### config.mk
export PLATFORM = sky130hd
export DESIGN_NAME = swd_txn_ctrl
export DESIGN_NICKNAME = d
export VERILOG_FILES = /design/src/rtl/swd_txn_ctrl.sv
export SDC_FILE = /design/constraint.sdc
export NUM_CORES = 1
export LEC_CHECK = 0
export BUFFER_PORTS_ARGS = -buffer_cell sky130_fd_sc_hd__buf_2
export CORE_MARGIN = 2
export CORE_UTILIZATION = 48
export CTS_CLUSTER_SIZE = 28
export DETAILED_ROUTE_END_ITERATION = 7
export PLACE_DENSITY = 0.76
export SYNTH_ARGS = -nofsm -noshare
export SYNTH_HDL_FRONTEND = slang
export SYNTH_SLANG_ARGS = --single-unit
### constraint.sdc
create_clock -name CLK -period 4.9 [get_ports CLK]
set_input_delay 0.245 -clock CLK [delete_from_list [all_inputs] [get_ports CLK]]
set_output_delay 0.245 -clock CLK [all_outputs]
set_load 0.05 [all_outputs]
### src/rtl/swd_txn_ctrl.sv
// SWD transaction sequencer: turns DP/AP register requests and line resets into
// PHY command words, then decodes the ACK/data response, retrying on WAIT.
module swd_txn_ctrl #(
  parameter int OWIDTH    = 64,
  parameter int IWIDTH    = 38,
  parameter int RETRY_MAX = 15
) (
  input  logic                               CLK,
  input  logic                               RESET,
  input  logic                               REQ_VALID,
  output logic                               REQ_READY,
  input  logic                               REQ_LINERST,
  input  logic                               REQ_APNDP,
  input  logic                               REQ_RNW,
  input  logic [1:0]                         REQ_ADDR,
  input  logic [31:0]                        REQ_WDATA,
  output logic                               RSP_VALID,
  input  logic                               RSP_READY,
  output logic [2:0]                         RSP_STATUS,
  output logic [31:0]                        RSP_RDATA,
  output logic [OWIDTH+3*$clog2(OWIDTH)-1:0] PHY_WRDATA,
  output logic                               PHY_WREN,
  input  logic                               PHY_WRFULL,
  input  logic [IWIDTH+$clog2(IWIDTH)-2:0]   PHY_RDDATA,
  output logic                               PHY_RDEN,
  input  logic                               PHY_RDEMPTY
);

  localparam int LW = $clog2(OWIDTH);
  localparam int CW = OWIDTH + 3 * LW;
  localparam int NW = $clog2(IWIDTH);
  localparam int RW = IWIDTH + NW - 1;
  localparam int BW = IWIDTH - 1;

  localparam logic [3:0]    RETRY_LIMIT = 4'(RETRY_MAX);
  localparam logic [NW-1:0] READ_CNT    = NW'(36);
  localparam logic [NW-1:0] WRITE_CNT   = NW'(3);

  typedef enum logic [2:0] {
    S_IDLE,
    S_ISSUE,
    S_WAITRSP,
    S_POP,
    S_CAPTURE,
    S_DECODE,
    S_DONE
  } state_t;

  typedef enum logic [2:0] {
    ST_OK     = 3'd0,
    ST_WAIT   = 3'd1,
    ST_FAULT  = 3'd2,
    ST_PARITY = 3'd3,
    ST_NOACK  = 3'd4
  } status_t;

  state_t        state;
  logic [CW-1:0] cmd_word;
  logic          is_read;
  logic          is_linerst;
  logic [3:0]    retry_cnt;
  logic [RW-1:0] rsp_word;

  logic [BW-1:0] rsp_bits;
  logic [NW-1:0] rsp_cnt;
  logic [2:0]    ack;
  logic [31:0]   rd_data;
  logic          rd_par;
  status_t       dec_status;
  logic [31:0]   dec_data;
  logic          dec_retry;
  logic          unused_bits;

  // Header is sent LSB first: start, APnDP, RnW, A2, A3, parity, stop, park.
  function automatic logic [CW-1:0] build_cmd(
    input logic        linerst,
    input logic        apndp,
    input logic        rnw,
    input logic [1:0]  addr,
    input logic [31:0] wdata
  );
    logic [OWIDTH-1:0] so;
    logic [LW-1:0]     len;
    logic [LW-1:0]     t0;
    logic [LW-1:0]     t1;
    logic              par;
    so  = '0;
    len = '0;
    t0  = '0;
    t1  = '0;
    par = apndp ^ rnw ^ addr[0] ^ addr[1];
    if (linerst) begin
      len       = LW'(60);
      t0        = LW'(63);
      t1        = LW'(63);
      so[51:0]  = '1;
    end else begin
      so[7:0] = {1'b1, 1'b0, par, addr[1], addr[0], rnw, apndp, 1'b1};
      len     = LW'(46);
      t0      = LW'(8);
      if (rnw) begin
        t1 = LW'(45);
      end else begin
        t1         = LW'(12);
        so[45:13]  = {^wdata, wdata};
      end
    end
    return {len, t0, t1, so};
  endfunction

  assign rsp_bits    = rsp_word[RW-1:NW];
  assign rsp_cnt     = rsp_word[NW-1:0];
  assign unused_bits = rsp_bits[BW-1];

  // The PHY shifts in from the bottom, so the first wire bit lands highest.
  always_comb begin
    ack        = is_read ? {rsp_bits[33], rsp_bits[34], rsp_bits[35]}
                         : {rsp_bits[0], rsp_bits[1], rsp_bits[2]};
    rd_data    = '0;
    for (int i = 0; i < 32; i++) begin
      rd_data[i] = rsp_bits[32-i];
    end
    rd_par     = rsp_bits[0];
    dec_status = ST_NOACK;
    dec_data   = '0;
    dec_retry  = 1'b0;
    if (rsp_cnt == (is_read ? READ_CNT : WRITE_CNT)) begin
      case (ack)
        3'b001: begin
          if (is_read && (rd_par != ^rd_data)) begin
            dec_status = ST_PARITY;
          end else begin
            dec_status = ST_OK;
            if (is_read) dec_data = rd_data;
          end
        end
        3'b010: begin
          if (retry_cnt < RETRY_LIMIT) dec_retry = 1'b1;
          else dec_status = ST_WAIT;
        end
        3'b100:  dec_status = ST_FAULT;
        default: dec_status = ST_NOACK;
      endcase
    end
  end

  // The command word is built once at accept time and re-pushed verbatim on WAIT.
  always_ff @(posedge CLK or posedge RESET) begin
    if (RESET) begin
      state      <= S_IDLE;
      cmd_word   <= '0;
      is_read    <= 1'b0;
      is_linerst <= 1'b0;
      retry_cnt  <= '0;
      rsp_word   <= '0;
      REQ_READY  <= 1'b1;
      RSP_VALID  <= 1'b0;
      RSP_STATUS <= '0;
      RSP_RDATA  <= '0;
      PHY_WRDATA <= '0;
      PHY_WREN   <= 1'b0;
      PHY_RDEN   <= 1'b0;
    end else begin
      PHY_WREN <= 1'b0;
      PHY_RDEN <= 1'b0;
      case (state)
        S_IDLE: begin
          if (REQ_VALID && REQ_READY) begin
            cmd_word   <= build_cmd(REQ_LINERST, REQ_APNDP, REQ_RNW, REQ_ADDR, REQ_WDATA);
            is_read    <= REQ_RNW && !REQ_LINERST;
            is_linerst <= REQ_LINERST;
            REQ_READY  <= 1'b0;
            state      <= S_ISSUE;
          end
        end
        S_ISSUE: begin
          if (!PHY_WRFULL) begin
            PHY_WREN   <= 1'b1;
            PHY_WRDATA <= cmd_word;
            if (is_linerst) begin
              RSP_VALID  <= 1'b1;
              RSP_STATUS <= ST_OK;
              RSP_RDATA  <= '0;
              state      <= S_DONE;
            end else begin
              state <= S_WAITRSP;
            end
          end
        end
        S_WAITRSP: begin
          if (!PHY_RDEMPTY) begin
            PHY_RDEN <= 1'b1;
            state    <= S_POP;
          end
        end
        S_POP: begin
          state <= S_CAPTURE;
        end
        S_CAPTURE: begin
          rsp_word <= PHY_RDDATA;
          state    <= S_DECODE;
        end
        S_DECODE: begin
          if (dec_retry) begin
            retry_cnt <= retry_cnt + 4'd1;
            state     <= S_ISSUE;
          end else begin
            RSP_VALID  <= 1'b1;
            RSP_STATUS <= dec_status;
            RSP_RDATA  <= dec_data;
            state      <= S_DONE;
          end
        end
        S_DONE: begin
          if (RSP_READY) begin
            RSP_VALID <= 1'b0;
            retry_cnt <= '0;
            REQ_READY <= 1'b1;
            state     <= S_IDLE;
          end
        end
        default: state <= S_IDLE;
      endcase
    end
  end

endmodule

* Word-level counts from Yosys, hierarchy flattened
Index checks and enable logic that the tools add are counted.
Operators by class: $add $sub $neg 1, multipliers 0, div/mod/pow operators 0, magnitude comparators 1, equal/unequal tests 18, shift operators 0, mux-type cells 52, bitwise gates (word level) 4, reductions and logical operators 18
Operator list (number):
- $mux 32 | 7
- $mux 33 | 2
- $pmux 32 s2 | 1
- $reduce_xor 32->1 | 2
- $mux 3 | 12
- $mux 6 | 5
- $pmux 3 s7 | 1
- $ne 2x2->1 const B | 7
- $mux 1 | 13
- $eq 3x3->1 const B | 4
- $mux 5 | 2
- $eq 3x2->1 const B | 3
- $pmux 3 s3 | 1
- $mux 4 | 2
- $pmux 4 s2 | 1
- $reduce_and 4->1 | 2
- $mux 7 | 1
- $eq 3x1->1 const B | 2
- $eq 6x6->1 | 1
- $pmux 3 s2 | 1
- $reduce_and 3->1 | 2
- $reduce_bool 2->1 | 3
- $reduce_and 5->1 | 1
- $add 4x1->4 const B | 1
- 12 further kinds | 17
Storage, ports and cells: register bits after elaboration 230, latch bits 0, bits in writable memories 0, bits in read-only memories 0, output and inout bits 121, logic and storage cells 107, memories kept 0

* Depth between registers and ports, before layout
depth after elaboration 8, gate-level depth with buffers 9, depth with buffers taken out 8

* Least setup slack after synthesis
Ideal clock, no wire load.
kind reg2reg, start reg rsp_word[22], end reg RSP_RDATA[0], setup time 67 ps, arrival 2171 ps, slack 2662 ps, stages on the path, launching flop included 9, path through dfrtp_1 -> xor2_1 -> xnor2_2 -> xnor2_1 -> xnor3_1 -> xnor2_2 -> nor4_2 -> buf_6 -> a22o_1
Between the ends: longest elaborated chain between the ends 8
Ends and longest elaborated chain:
- from (decl) | RTL line 62 | logic [RW-1:0] rsp_word;
- from (signal assigned) | RTL line 155 | rsp_word <= '0;
- from (signal assigned) | RTL line 200 | rsp_word <= PHY_RDDATA;
- $reduce_xor 32->1 | RTL line 130 | if (is_read && (rd_par != ^rd_data)) begin
- $ne 1x1->1 | RTL line 130
- $logic_and 1x1->1 | RTL line 130
- $mux 32 | RTL line 130
- $mux 32 | RTL line 128 | case (ack)
- $mux 32 | RTL line 127 | if (rsp_cnt == (is_read ? READ_CNT : WRITE_CNT)) begin
- $mux 32 | RTL line 204 | if (dec_retry) begin
- $pmux 32 s2 | RTL line 166 | case (state)
- to (signal assigned) | RTL line 210 | RSP_RDATA <= dec_data;
- to (decl) | RTL line 20 | output logic [31:0] RSP_RDATA,
Every way passes these cells. The select of a mux whose other input is x is not followed. A chain may end at the register's enable or synchronous reset.

* Final worst setup path
start reg is_read, end reg RSP_STATUS[0]
Between the ends: longest elaborated chain between the ends 6, elaborated cells on any way between the ends 16
Ends and longest elaborated chain:
- from (decl) | RTL line 59 | logic is_read;
- from (signal assigned) | RTL line 170 | is_read <= REQ_RNW && !REQ_LINERST;
- $mux 3 / $logic_and 1x1->1 (equally long branches) | RTL line 117, 130
- $eq 3x3->1 (tied with other cells) | RTL line 128
- $pmux 3 s3 / $mux 1 (equally long branches) | RTL line 128
- $mux 3 / $mux 1 (equally long branches) | RTL line 127
- $mux 3 / $ne 2x2->1 (equally long branches)
- $pmux 3 s2 / $reduce_and 4->1 (equally long branches)
- to (signal assigned) | RTL line 209 | RSP_STATUS <= dec_status;
- to (decl) | RTL line 19 | output logic [2:0] RSP_STATUS,
Parallel ways exist; a longest one is shown, timed or not. The select of a mux whose other input is x is not followed.

==> impl_metrics.ini <==
[outcome]
status = complete, but fails checks
violations = negative hold slack

[floorplanning]
initial_utilization = 0.486
rows = 46
die_w_um = 130
io_pins = 207
die_h_um = 130
die_area_um2 = 17000
core-area_um2 = 15800

[critical_path]
path_max_fanout = 37
crit_type = flop to flop
timing.rr.end = RSP_STATUS[0]$_DFFE_PP0P_
cp.arrival_ps = 2860
critPathRequiredTime_ps = 5240
crit_path_end_kind = flop
r2r_setup_slack_ps = 2380
rr_worst_depth = 8
r2r_start = is_read$_DFFE_PP0P_
cp-start-kind = flop
startpoint = is_read$_DFFE_PP0P_
endpoint = RSP_STATUS[0]$_DFFE_PP0P_

[sta]
tightest_slew_ps = 1090
finalCriticalPeriod_ps = 2520
whs_ps = -9.06
post-route-period-util = 0.513
fin_setup_tns_ps = 0
max_slew_margin = 0.273
slew_viol_final = 0
max_freq_mhz = 398
finalSetupViolCount = 0
grt_setup_unrepaired = false
clock_skew_ps = 5.26
hold_violations = 4
finalWorstSetupSlack_ps = 2380

[drt]
antenna_left = 0
wl_per_cell_um = 15.3
dr.pass1.iters = 4
num_vias = 5123
drt_wl_total_um = 15700
dr.first_iter.drc_count = 221
vias_per_cell = 5.00
drc = 0

[cts]
htreeDepth = 4
cts_tree = built
clockBufferDepth = 2
clk_pin_slew_ps = 60
cts_sinks = 171
cts-root-buf = clkbuf_16
insertion_delay_ps = 410
cts_buffers = 17

[yosys]
yosysSeqAreaShare = 0.558
synth_cell_types = 40
ys_async_sr_fraction = 1.00
synth-edff-count = 0
yosysTopAreaCellShare = 0.555
synth.most_common_cell = dfrtp_1
avgSynthCellArea_um2 = 11.9
synth-warning-count = 0
synthesis.area_um2 = 7670
ys_seq_elements = 171
synth_area_leaders = dfrtp_1 (55%), mux2_2 (12%), xnor2_1 (6.2%), a21oi_1 (5.0%), buf_4 (4.1%)
synth.largest_area_cell = dfrtp_1
synth_common_cells = dfrtp_1 (170), mux2_2 (85), a21oi_1 (76)
synth_ff_type = dfrtp_1
syn_inst = 644

[finish]
finalInstanceArea_um2 = 9180
nNetsFinal = 884
diodes = 0
final_util = 0.582
area_growth_pct = 19.7
multiInputGateArea_um2 = 2970
seq_area_um2 = 4280
nFillCells = 1342
drive_gt1_frac = 0.402

[grt]
grt_first_pass_wirelength_um = 25100
grt_pass1_vias = 5092
busiest_layer = met2
gr-total-overflow = 0
grtUsageMet1 = 0.238
grt_max_degree = 93
antenna_found_initial = 0
track_usage = 0.188
gr-usage-met3 = 0.0684
met2_usage = 0.307

[power_and_ir_drop]
powerDensity_nw_per_um2 = 810
peakVddDrop_uv = 529
p_leak_uw = 0.00423

[placement]
dpl_worst_slack_ps = 2350
gp_congestion = 0.743
place_hpwl_um = 10600
numPortBuffers = 192
dpl_cell_area_um2 = 8550

[min_path]
hold_path_class = input pin to asynchronous set/reset pin

[job]
timing.max_cap.violations = 0
## state kept, by name, summed over array words and instances (netlist names)
name and cells:
is_read 1, state 3, cmd_word 41, REQ_READY 1
RSP_RDATA 32, retry_cnt 4, RSP_VALID 1, RSP_STATUS 3
PHY_WRDATA 41, rsp_word 42, PHY_WREN 1, PHY_RDEN 1
## what timing repair did
item,in CTS,in global routing
hold buffers,1,0
buffers inserted,0,0
endpoints found under the hold margin,1,0
resized for setup,0,0
## power by group
group          switching [uW]  internal (uW)
combinational            2210           1430
sequential                435           1980
clock                     530            854
total                    3170           4260
## critical path, cell delays in order, from the launching register on
cell	delay, ps
dfrtp_1	490
nor4bb_1	330
mux2i_1	170
nor4_2	520
nor2b_1	120
o21ai_2	150
buf_4	380
a22oi_1	160
nand2_1	100
## worst min-delay path by stage
| stage | start | end | cells past startpoint |
|---|---|---|---|
| floorplan | PHY_RDEMPTY | PHY_RDEN$_DFF_PP0_ | 1 |
| global placement | PHY_RDEMPTY | PHY_RDEN$_DFF_PP0_ | 2 |
| detailed placement | PHY_RDEMPTY | PHY_RDEN$_DFF_PP0_ | 2 |
| CTS | RESET | PHY_WRDATA[3]$_DFFE_PP0P_ | 2 |
| global route | PHY_RDDATA[12] | rsp_word[12]$_DFFE_PP0P_ | 2 |
| finish | RESET | PHY_WREN$_DFF_PP0_ | 2 |
## cells by family after synthesis
logic type,Yosys count,share of synthesized area
mux,88,0.129
fa+ha+maj,1,0.00163
other cells,1,0.000489
buf+inv,82,0.0639
xor+xnor,69,0.0825
simple gates,103,0.0622
flops,171,0.558
compound gates,129,0.102
## per-stage QoR
stage	std cells	power, uW	hold WS [ps]
after floorplan	656	5480	316
after global placement	993	6010	437
after detailed placement	993	6090	440
after CTS	1024	7530	28.6
after global routing	1024	7870	31.9
final	1024	7430	-9.06
## routing by layer
metal / wire length, um / share of wire
met1: 6800 / 0.43
met2: 7500 / 0.48
met3: 1200 / 0.077
met4: 157 / 0.010
met5: 0 / 0
## cells in the final DEF, fill, tap and decap left out, types with 2 or more instances in the layout
cell,count
o22ai_1,2
xor2_1,12
nand3_1,4
conb_1,13
clkbuf_16,17
nand2b_1,2
nor2b_1,6
nor2_1,57
bufinv_16,3
xnor2_2,2
inv_1,3
clkinv_4,3
inv_6,2
nor3_1,3
buf_2,192
nor4bb_1,2
and3_1,2
xnor2_1,54
nand2_1,17
dfrtp_1,170
o21ai_0,13
mux2_2,85
a22oi_1,2
mux2i_1,3
a21oi_1,76
a22o_1,32
clkbuf_8,4
buf_4,7
nor4_2,2
## final cells by class
cell class / instances / share of cell area
Clock buffer: 21 / 0.0523
Clock inverter: 9 / 0.0150
Inverter: 4 / 0.00218
Multi-Input combinational cell: 403 / 0.323
Sequential cell: 171 / 0.466
Tap cell: 216 / 0.0294
Timing Repair Buffer: 200 / 0.111
Note: power is estimated with default switching activity, not from simulation.
